`config.mk`:
```
export PLATFORM = sky130hd
export DESIGN_NAME = brq_ifetch_port_arbiter
export DESIGN_NICKNAME = d
export VERILOG_FILES = /design/src/rtl/brq_ifetch_port_arbiter.sv
export SDC_FILE = /design/constraint.sdc
export NUM_CORES = 1
export LEC_CHECK = 0
export CAP_MARGIN = 10
export CORE_AREA = 2 2 82 84
export CTS_CLUSTER_DIAMETER = 30
export DETAILED_ROUTE_END_ITERATION = 12
export DIE_AREA = 0 0 84 86
export DONT_BUFFER_PORTS = 1
export SLEW_MARGIN = 15
export SYNTH_ARGS = -nofsm -noshare
export SYNTH_HDL_FRONTEND = slang
export SYNTH_SLANG_ARGS = --single-unit
```
`constraint.sdc`:
```
create_clock -name clk_i -period 1.9 [get_ports clk_i]
set_clock_uncertainty 0.05 [all_clocks]
set_input_delay 0 -clock clk_i [delete_from_list [all_inputs] [get_ports clk_i]]
set_output_delay 0 -clock clk_i [all_outputs]
set_load 0.02 [all_outputs]
```
`src/rtl/brq_ifetch_port_arbiter.sv`:
```
// Round-robin arbiter sharing one instruction-memory port between the IFU (port 0)
// and an auxiliary fetch requester (port 1); an in-order ID FIFO routes responses back.
module brq_ifetch_port_arbiter #(
   parameter  int unsigned MaxOutstanding = 2,
   localparam int unsigned CntW           = $clog2(MaxOutstanding + 1)
) (
   input  logic            clk_i,
   input  logic            rst_i,
   input  logic            if_req_i,
   input  logic [31:0]     if_addr_i,
   output logic            if_gnt_o,
   output logic            if_rvalid_o,
   output logic [31:0]     if_rdata_o,
   output logic            if_err_o,
   input  logic            ax_req_i,
   input  logic [31:0]     ax_addr_i,
   output logic            ax_gnt_o,
   output logic            ax_rvalid_o,
   output logic [31:0]     ax_rdata_o,
   output logic            ax_err_o,
   output logic            mem_req_o,
   output logic [31:0]     mem_addr_o,
   input  logic            mem_gnt_i,
   input  logic            mem_rvalid_i,
   input  logic [31:0]     mem_rdata_i,
   input  logic            mem_err_i,
   output logic [CntW-1:0] outstanding_o,
   output logic            busy_o,
   output logic            unexp_rvalid_o
);

   localparam int unsigned PtrW  = (MaxOutstanding > 1) ? $clog2(MaxOutstanding) : 1;
   localparam logic        SelIf = 1'b0;
   localparam logic        SelAx = 1'b1;

   logic [CntW-1:0]           count_q;
   logic [PtrW-1:0]           wr_ptr_q, rd_ptr_q;
   logic [MaxOutstanding-1:0] id_q;
   logic                      lock_q, lock_sel_q, last_q, unexp_q;
   logic                      sel, sel_req, can_issue, req, hs;
   logic                      fifo_empty, pop, head;

   function automatic logic [PtrW-1:0] ptr_inc(input logic [PtrW-1:0] p);
      return (p == PtrW'(MaxOutstanding - 1)) ? '0 : p + 1'b1;
   endfunction

   // A stalled request keeps its owner selected so the memory address cannot change.
   always_comb begin
      sel = SelIf;
      if (lock_q)                     sel = lock_sel_q;
      else if (if_req_i && ax_req_i)  sel = ~last_q;
      else if (ax_req_i)              sel = SelAx;
   end

   assign sel_req    = (sel == SelAx) ? ax_req_i : if_req_i;
   assign can_issue  = count_q < CntW'(MaxOutstanding);
   assign req        = ~rst_i & can_issue & sel_req;
   assign hs         = req & mem_gnt_i;
   assign fifo_empty = (count_q == '0);
   assign pop        = ~rst_i & mem_rvalid_i & ~fifo_empty;
   assign head       = id_q[rd_ptr_q];

   always_ff @(posedge clk_i or posedge rst_i) begin
      if (rst_i) begin
         count_q    <= '0;
         wr_ptr_q   <= '0;
         rd_ptr_q   <= '0;
         id_q       <= '0;
         lock_q     <= 1'b0;
         lock_sel_q <= SelIf;
         last_q     <= SelAx;
         unexp_q    <= 1'b0;
      end else begin
         if (hs) begin
            id_q[wr_ptr_q] <= sel;
            wr_ptr_q       <= ptr_inc(wr_ptr_q);
            last_q         <= sel;
            lock_q         <= 1'b0;
         end else if (req && !mem_gnt_i) begin
            lock_q     <= 1'b1;
            lock_sel_q <= sel;
         end
         if (pop) rd_ptr_q <= ptr_inc(rd_ptr_q);
         if (mem_rvalid_i && fifo_empty) unexp_q <= 1'b1;
         // Pop never frees a slot for a same-cycle grant; can_issue uses the registered count.
         case ({hs, pop})
            2'b10:   count_q <= count_q + 1'b1;
            2'b01:   count_q <= count_q - 1'b1;
            default: count_q <= count_q;
         endcase
      end
   end

   assign mem_req_o      = req;
   assign mem_addr_o     = rst_i ? '0 : ((sel == SelAx) ? ax_addr_i : if_addr_i);
   assign if_gnt_o       = hs & (sel == SelIf);
   assign ax_gnt_o       = hs & (sel == SelAx);
   assign if_rvalid_o    = pop & (head == SelIf);
   assign ax_rvalid_o    = pop & (head == SelAx);
   assign if_err_o       = if_rvalid_o & mem_err_i;
   assign ax_err_o       = ax_rvalid_o & mem_err_i;
   assign if_rdata_o     = rst_i ? '0 : mem_rdata_i;
   assign ax_rdata_o     = rst_i ? '0 : mem_rdata_i;
   assign outstanding_o  = count_q;
   assign busy_o         = ~fifo_empty | req;
   assign unexp_rvalid_o = unexp_q;

endmodule

```
* Word-level counts from Yosys, hierarchy flattened
Index checks and enable logic that the tools add are counted.
** Cells by class
- Bitwise gates (word level) :: 18
- Equality and inequality tests :: 2
- Muxes and demuxes :: 17
- $lt $le $gt $ge :: 4
- Add/subtract/negate cells :: 4
- Reductions and logical operators :: 9
** Operators with widths (number)
- 32-bit 2-to-1 mux :: 3
- 1-bit AND :: 11
- 1-bit 2-to-1 mux :: 11
- 1-bit NOT :: 6
- 1-bit logical AND :: 4
- 1-bit by 2-bit < comparator with 1-bit output, second input constant :: 2
- 2-bit one-hot mux with 2 select lines :: 1
- 2-bit nonzero test :: 2
- 1-bit adder, second input constant :: 2
- 2-bit by 1-bit adder with 2-bit output, second input constant :: 1
- 2-bit bitwise mux :: 1
- 2-bit by 1-bit == test with 1-bit output, second input constant :: 1
- 2-bit == test, second input constant :: 1
- 2-bit zero test :: 1
- 2-bit < comparator, second input constant :: 1
- 2-bit AND reduction :: 1
- 2-bit by 1-bit subtractor with 2-bit output, second input constant :: 1
- 1-bit demux with 1-bit select :: 1
- 1-bit >= comparator, second input constant :: 1
- 1-bit zero test :: 1
- 1-bit OR :: 1
** Storage, ports and cells
- Register bits after elaboration :: 10
- Word-level logic and storage cells :: 62

* Depth between registers and ports, before layout
Gate-level depths: netlist (run 1).
- Depth after elaboration :: 8
- Gate-level depth with buffers :: 6
- Depth with buffers taken out :: 6

* Least setup slack after synthesis (run 1)
OpenSTA, ideal clock, no wires.
- Path kind :: flip-flop to flip-flop
- From :: register lock_sel_q
- To :: register count_q[1] (netlist: outstanding_o[1])
- Data required time :: 1.770 ns
- Clock period less this slack :: 1.674 ns
- Data arrival time :: 1.544 ns
- Slack :: 0.226 ns
- Setup time :: 0.080 ns
- Cell stages (with the launch flop) :: 6
- Cells stage by stage :: dfrtp_1 > mux2_4 > o2111ai_4 > ha_1 > nor2_1 > xor2_1
** Between the ends
- Word-level cells in the longest chain between the ends :: 6
- Elaborated cells between the ends (all ways) :: 8
- Those cells by class :: eq/ne (2); mux (3); bitwise (2); reduce/logical (1)
** Ends and longest elaborated chain
- start: declaration :: line 39 : logic lock_q, lock_sel_q, last_q, unexp_q;
- start signal: assignment :: line 70 : lock_sel_q <= SelIf;
- start signal: assignment :: line 81 : lock_sel_q <= sel;
- 1-bit 2-to-1 mux * :: line 50 : if (lock_q) sel = lock_sel_q;
- 1-bit 2-to-1 mux * :: line 55 : assign sel_req = (sel == SelAx) ? ax_req_i : if_req_i;
- 1-bit AND * :: line 57 : assign req = ~rst_i & can_issue & sel_req;
- 1-bit AND * :: line 58 : assign hs = req & mem_gnt_i;
- 2-bit by 1-bit == test with 1-bit output or 2-bit == test (tied branches) :: line 86 : case ({hs, pop})
- 2-bit one-hot mux with 2 select lines or 2-bit nonzero test (tied branches)
- end signal: assignment :: line 87 : 2'b10: count_q <= count_q + 1'b1;
- end signal: assignment :: line 88 : 2'b01: count_q <= count_q - 1'b1;
- end signal: assignment :: line 89 : default: count_q <= count_q;
- end: declaration :: line 36 : logic [CntW-1:0] count_q;
Every way passes the cells marked *; elsewhere a longest branch is shown, timed or not.
A chain may end at the register's enable or synchronous reset.

* Final worst setup path (run 1)
- From :: register last_q
- To :: output mem_addr_o[14]
** Between the ends
- Word-level cells in the longest chain between the ends :: 5
** Ends and longest elaborated chain
- start: declaration :: line 39
- start signal: assignment :: line 71 : last_q <= SelAx;
- start signal: assignment :: line 77 : last_q <= sel;
- 1-bit NOT :: line 51 : else if (if_req_i && ax_req_i) sel = ~last_q;
- 1-bit 2-to-1 mux :: line 51
- 1-bit 2-to-1 mux :: line 50
- 32-bit 2-to-1 mux (2 in series) :: line 95 : assign mem_addr_o = rst_i ? '0 : ((sel == SelAx) ? ax_addr_i : if_addr_i);
- end: declaration :: line 22 : output logic [31:0] mem_addr_o,
No other way between the ends.

==> metrics, run 1 <==
pin count of the biggest net entering global routing=68; Final Non-Filler Cells=302; cells after synthesis=224; total placed cells including tap cells=295; Final Setup Violations=0; Yosys reg bits=10; register area share after synthesis=17.2%; Power Total=2.23 mW; Worst-Margin Slew=878 ps; Worst Setup Start Kind=flop; Main synth FF type=dfrtp_1; initial antenna violation count=0; WS Path Type=flop to primary output; Total GRT Usage=10.7%; Slew HR=41.4%; drt total wl=4640 um; Min-Delay Path Class=primary input to flop; total gr overflow=0; Synthesized Nets=328; Diodes inserted=0; Num CTS Buffers=3; commonest non-fill, non-tap cell in the layout=nand2_1; Port Buffer Count=0; full die area=0.00722 mm2; Final GP Congestion=0.748; most frequent cells in the layout=67 x nand2_1, 38 x buf_4, 33 x a21oi_1, 33 x nor2b_1, 9 x dfrtp_1; drt wl/cell=15.4 um; CTS Root Cell=clkbuf_8; Largest stage delay, worst path=520 ps; Synth warnings=0; Worst Path Arrival=1760 ps; Antenna Nets Post-Route=0; die height=86 um; Slew Viols, Final=0; Iter 0 DRT Violations=35; HPWL Detailed=3680 um; crit end category=primary output; post-CTS setup buffer count=0; Synth area leaders=buf_4 19%, nand2_1 17%, dfrtp_1 15%, nor2b_1 14%, a21oi_1 11%; area fraction of the dominant cell type after synthesis=18.5%; CTS tree=built; core area=0.00628 mm2; worst path cell trace=nand2_1 -> a31oi_4 -> buf_4 -> nand2_1 -> a21oi_1 -> buf_4; status=finished clean; layout net count=330; htree depth=1; VDD IR-drop max=0.000343 V; WP data required=1850 ps; initial core utilization=23.3%; Fmax achieved=554 MHz; Rows=29; Tcrit/Tclk final=95.1%; leak pwr=0.744 nW; TNS Setup=0 ps; Pwr per Cell Area=1360 mW/mm2; Finished Core Util=26.1%; crit path time final=1810 ps; fillcell total=679; Avg Vias per Cell=5.00; clock latency on the worst-skew pair=240 ps; crit-path max FO=16; clock sink count=10; Max Cap Viol=0; cell area after synthesis=0.00146 mm2; critical path's slowest cell=dfstp_2; # DRC=0; RSZ-0062 raised after global routing=false; Ports=210; register clock-pin slew on the reported worst setup and hold paths=50 ps; die width=84 um; share of cells above drive strength 1=23.1%; area leader, netlist=buf_4; Synth async-reset ratio=100%; Final Hold Vio Count=0; drt first pass iters=4; vias=1510; Yosys cell types=28; Clock Path Buffers=2; wire length of the first global-routing pass=6180 um; number of global-route vias before repair=1324; Post-synth EDFFs=0; Avg Cell Area, Syn=6.52 um2; area growth from synthesis to layout=12.3%
-- cell usage after synthesis (2+ instances only) --
master,n
nand2_1,67
buf_4,36
a21oi_1,33
nor2b_1,33
dfrtp_1,9
clkbuf_1,7
inv_1,5
nor2_1,5
o21ai_0,3
o31ai_1,3
xnor2_1,3
and2_1,2
buf_2,2
xor2_1,2
-- layer usage --
| metal | track usage [%] | vias up | routed length, um |
|---|---|---|---|
| li1 | - | 685 | - |
| met4 | 2.93 | 0 | 42 |
| met2 | 19.3 | 117 | 2350 |
| met3 | 2.60 | 6 | 409 |
| met5 | 0 | - | 0 |
| met1 | 12.6 | 702 | 1840 |
-- cell type report --
class | instances | area [um2] | area share [%]
well taps | 77 | 96.3 | 5.87
multi-input cells | 164 | 883 | 53.9
clock buffers | 4 | 55.1 | 3.36
inverters | 5 | 18.8 | 1.14
flip-flops and latches | 10 | 251 | 15.3
repair buffers | 42 | 335 | 20.4
-- registers in the layout, indices dropped and copies added, names as in the netlist --
register and flops:
outstanding_o 2, wr_ptr_q 1, unexp_rvalid_o 1, lock_sel_q 1, rd_ptr_q 1, id_q 2, lock_q 1, last_q 1
-- path summary, 6_finish.rpt --
check                           slack (ps)                      endpoint  cells past startpoint                    startpoint
max in group asynchronous             1310            last_q$_DFFE_PP1N_                      2                         rst_i
min in group asynchronous              180  outstanding_o[1]$_DFFE_PP0P_                      2                         rst_i
worst max register to register         190  outstanding_o[1]$_DFFE_PP0P_                      5  outstanding_o[1]$_DFFE_PP0P_
worst min register to register         420            last_q$_DFFE_PP1N_                      2            last_q$_DFFE_PP1N_
worst min-delay path                    10            last_q$_DFFE_PP1N_                      3                     mem_gnt_i
worst max-delay path                    90                mem_addr_o[14]                      6            last_q$_DFFE_PP1N_
-- cell families (layout without fill, tap and decap cells) --
family,after synthesis,count (layout),synth area share (%)
AO/OA/AOI/OAI,45,45,19.3
XOR/XNOR,5,5,3.00
adder cells (fa/ha/maj),1,1,0.857
buffers and inverters,50,51,22.3
flip-flops,10,10,17.2
multiplexers,2,2,1.71
AND/OR/NAND/NOR,111,111,35.6
-- per-stage QoR --
step | hold WS [ps] | area [um2] | setup slack [ps]
after floorplan | 47.1 | 1460 | 226
after global routing | 28.7 | 1640 | 4.43
final | 11.4 | 1640 | 94.0
after detailed placement | -152 | 1560 | 211
after CTS | 7.79 | 1640 | 70.8
after global placement | -160 | 1560 | 286
-- power breakdown --
part | switching [mW] | internal (mW)
Clock | 0.0860 | 0.182
Sequential | 0.110 | 0.310
Combinational | 0.981 | 0.565
Total | 1.18 | 1.06
-- worst max-delay path, delay by kind of cell, from the launching register on --
family / cells / cell delay [ps]
flip-flops: 1 / 520
AO/OA/AOI/OAI: 2 / 390
buffers and inverters: 2 / 420
AND/OR/NAND/NOR: 2 / 170
-- timing repair --
item,CTS,global route
gates resized for setup,0,1
hold buffers,3,0
endpoints found under the hold margin,12,0
endpoints found under the setup margin,0,1
Note: power is estimated with default switching activity, not from simulation.
==> run 2, diff against run 1 <==
--- a/config.mk
+++ b/config.mk
@@ -12,6 +12,8 @@
 export DIE_AREA = 0 0 84 86
 export DONT_BUFFER_PORTS = 1
+export RECOVER_POWER = 25
 export SLEW_MARGIN = 15
 export SYNTH_ARGS = -nofsm -noshare
 export SYNTH_HDL_FRONTEND = slang
 export SYNTH_SLANG_ARGS = --single-unit
+export TNS_END_PERCENT = 100
==> constraint.sdc (replaced) <==
create_clock -name clk_i -period 1.9 [get_ports clk_i]
set_clock_uncertainty 0.05 [all_clocks]
set_input_delay 0.38 -clock clk_i [delete_from_list [all_inputs] [get_ports clk_i]]
set_output_delay 0.38 -clock clk_i [all_outputs]
set_load 0.02 [all_outputs]
==> metrics, run 2 (same netlist as run 1, synthesis figures left out) <==
status=finished with violations; failing checks=negative setup slack; Avg Vias per Cell=4.91 (-1.9%); Rows=29 (unchanged); crit end category=primary output; VDD IR-drop max=0.000551 V (+61%); gr busiest metal=met2; Iter 0 DRT Violations=58 (+66%); crit-path max FO=8 (-8); die width=84 um (unchanged); crit path time final=2130 ps (+325 ps); most frequent cells in the layout=69 x buf_4, 56 x nand2_1, 33 x nor2b_1, 22 x a21oi_1, 10 x a21oi_2; total gr overflow=0 (unchanged); wire length of the first global-routing pass=8020 um (+30%); initial antenna violation count=0 (unchanged); RSZ-0062 raised after global routing=true; Num CTS Buffers=3 (unchanged); TNS Setup=-5880 ps (-5880 ps); layout net count=378 (+15%); full die area=0.00722 mm2 (unchanged); die height=86 um (unchanged); HPWL Detailed=3970 um (+7.8%); fillcell total=643 (-5.3%); Largest stage delay, worst path=550 ps (+30 ps); CTS Root Cell=clkbuf_8; DP Worst Slack=52.0 ps (-159 ps); critical path's slowest cell=dfstp_2; cell mode on critical path=buf_12; register clock-pin slew on the reported worst setup and hold paths=50 ps (about the same); Max Cap Viol=0 (unchanged); Worst Setup Start Kind=flop; WP data required=1470 ps (-380 ps); clock sink count=10 (unchanged); worst setup margin=-231 ps (-325 ps); Final Non-Filler Cells=350 (+16%); Fmax achieved=469 MHz (-15%); Total GRT Usage=14.2% (+3.5 points); Finished Core Util=35.3% (+9.2 points); Diodes inserted=0 (unchanged); WS Path Type=flop to primary output; GR Util met1=15.9% (+3.3 points); Slew HR=64.9% (+24 points); met2 Track Usage GR=26.5% (+7.3 points); share of cells above drive strength 1=45.1% (+22 points); Antenna Nets Post-Route=0 (unchanged); leak pwr=1.02 nW (+38%); number of global-route vias before repair=1650 (+25%); area growth from synthesis to layout=51.8%; Ports=210 (unchanged); htree depth=1 (unchanged); Clock Path Buffers=2 (unchanged); grt met3 use=2.02% (-0.58 points); Tcrit/Tclk final=112% (+17 points); worst path cell trace=nand2_4 -> a31oi_4 -> buf_12 -> buf_12 -> nand2_1 -> a21oi_1 -> buf_4; hold_ws=178 ps (+166 ps); Min-Delay Path Class=primary input to flop; core area=0.00628 mm2 (unchanged); drt first pass iters=4 (unchanged); Pwr per Cell Area=1320 mW/mm2 (-3.1%); Final Setup Violations=36 (+36); initial core utilization=23.3% (unchanged); commonest non-fill, non-tap cell in the layout=buf_4; Worst-Margin Slew=528 ps (-350 ps); vias=1717 (+14%); # DRC=0 (unchanged); Final GP Congestion=0.751 (+0.43%); clock latency on the worst-skew pair=240 ps (about the same); Slew Viols, Final=0 (unchanged); pin count of the biggest net entering global routing=68 (unchanged); drt wl/cell=16.2 um (+5.7%); total placed cells including tap cells=332 (+13%); Final Hold Vio Count=0 (unchanged); CTS tree=built; Worst Path Arrival=1700 ps (-60 ps); Port Buffer Count=0 (unchanged); drt total wl=5680 um (+22%)
==> run 2: changes by cell type in the layout (fill, tap and decap cells not counted), sizes merged <==
| cell | change |
|---|---|
| buf | +44 |
| clkbuf | +6 |
| dlygate4sd3 | -2 |
==> run 2: area by class of cell <==
class | instances | area (um2) | share of cell area [%]
Clock buffer | 4 | 55.1 | 2.48
Inverter | 5 | 18.8 | 0.847
Multi-Input combinational cell | 164 | 1020 | 46.1
Sequential cell | 10 | 253 | 11.4
Tap cell | 77 | 96.3 | 4.35
Timing Repair Buffer | 90 | 772 | 34.8
==> run 2: through the flow <==
stage | power [mW] | instance area, um2
after global placement | 2.12 | 1860
after detailed placement | 2.15 | 1860
after floorplan | 1.56 | 1460
after global routing | 3.11 | 2220
after CTS | 2.87 | 2160
final | 2.93 | 2220
==> run 2: per-layer routing <==
layer,vias up,share of wire [%]
met5,-,0
met4,0,3.4
met3,15,6.9
met2,129,54
met1,791,36
li1,782,-
==> run 2: path summary, 6_finish.rpt <==
path | start | to | slack [ps] | depth (start not counted)
min in group asynchronous | rst_i | id_q[1]$_DFFE_PP0P_ | 560 | 2
worst max-delay path | last_q$_DFFE_PP1N_ | mem_addr_o[5] | -230 | 7
max in group asynchronous | rst_i | last_q$_DFFE_PP1N_ | 930 | 2
worst min-delay path | mem_gnt_i | lock_sel_q$_DFFE_PP0P_ | 180 | 1
worst min register to register | last_q$_DFFE_PP1N_ | last_q$_DFFE_PP1N_ | 440 | 2
worst max register to register | outstanding_o[1]$_DFFE_PP0P_ | outstanding_o[1]$_DFFE_PP0P_ | 60 | 8
==> run 2: repair_timing <==
item,4_1_cts,5_1_grt
buffers inserted,10,3
endpoints found under the hold margin,9,0
gates cloned,1,0
setup endpoints to repair,38,37
hold buffers,1,0
resized for setup,37,16
pin swaps,18,14
==> run 2: power breakdown <==
part / switching [mW] / total [mW] / internal [mW]
logic: 1.25 / 2.26 / 1.01
registers: 0.0736 / 0.388 / 0.314
clock network: 0.0956 / 0.279 / 0.183
total: 1.42 / 2.93 / 1.51
==> run 2: critical path, delay by kind of cell, from the launching register on <==
kind	cells	cell delay, ps
buf+inv	3	430
simple gates	2	120
compound gates	2	350
flops	1	550
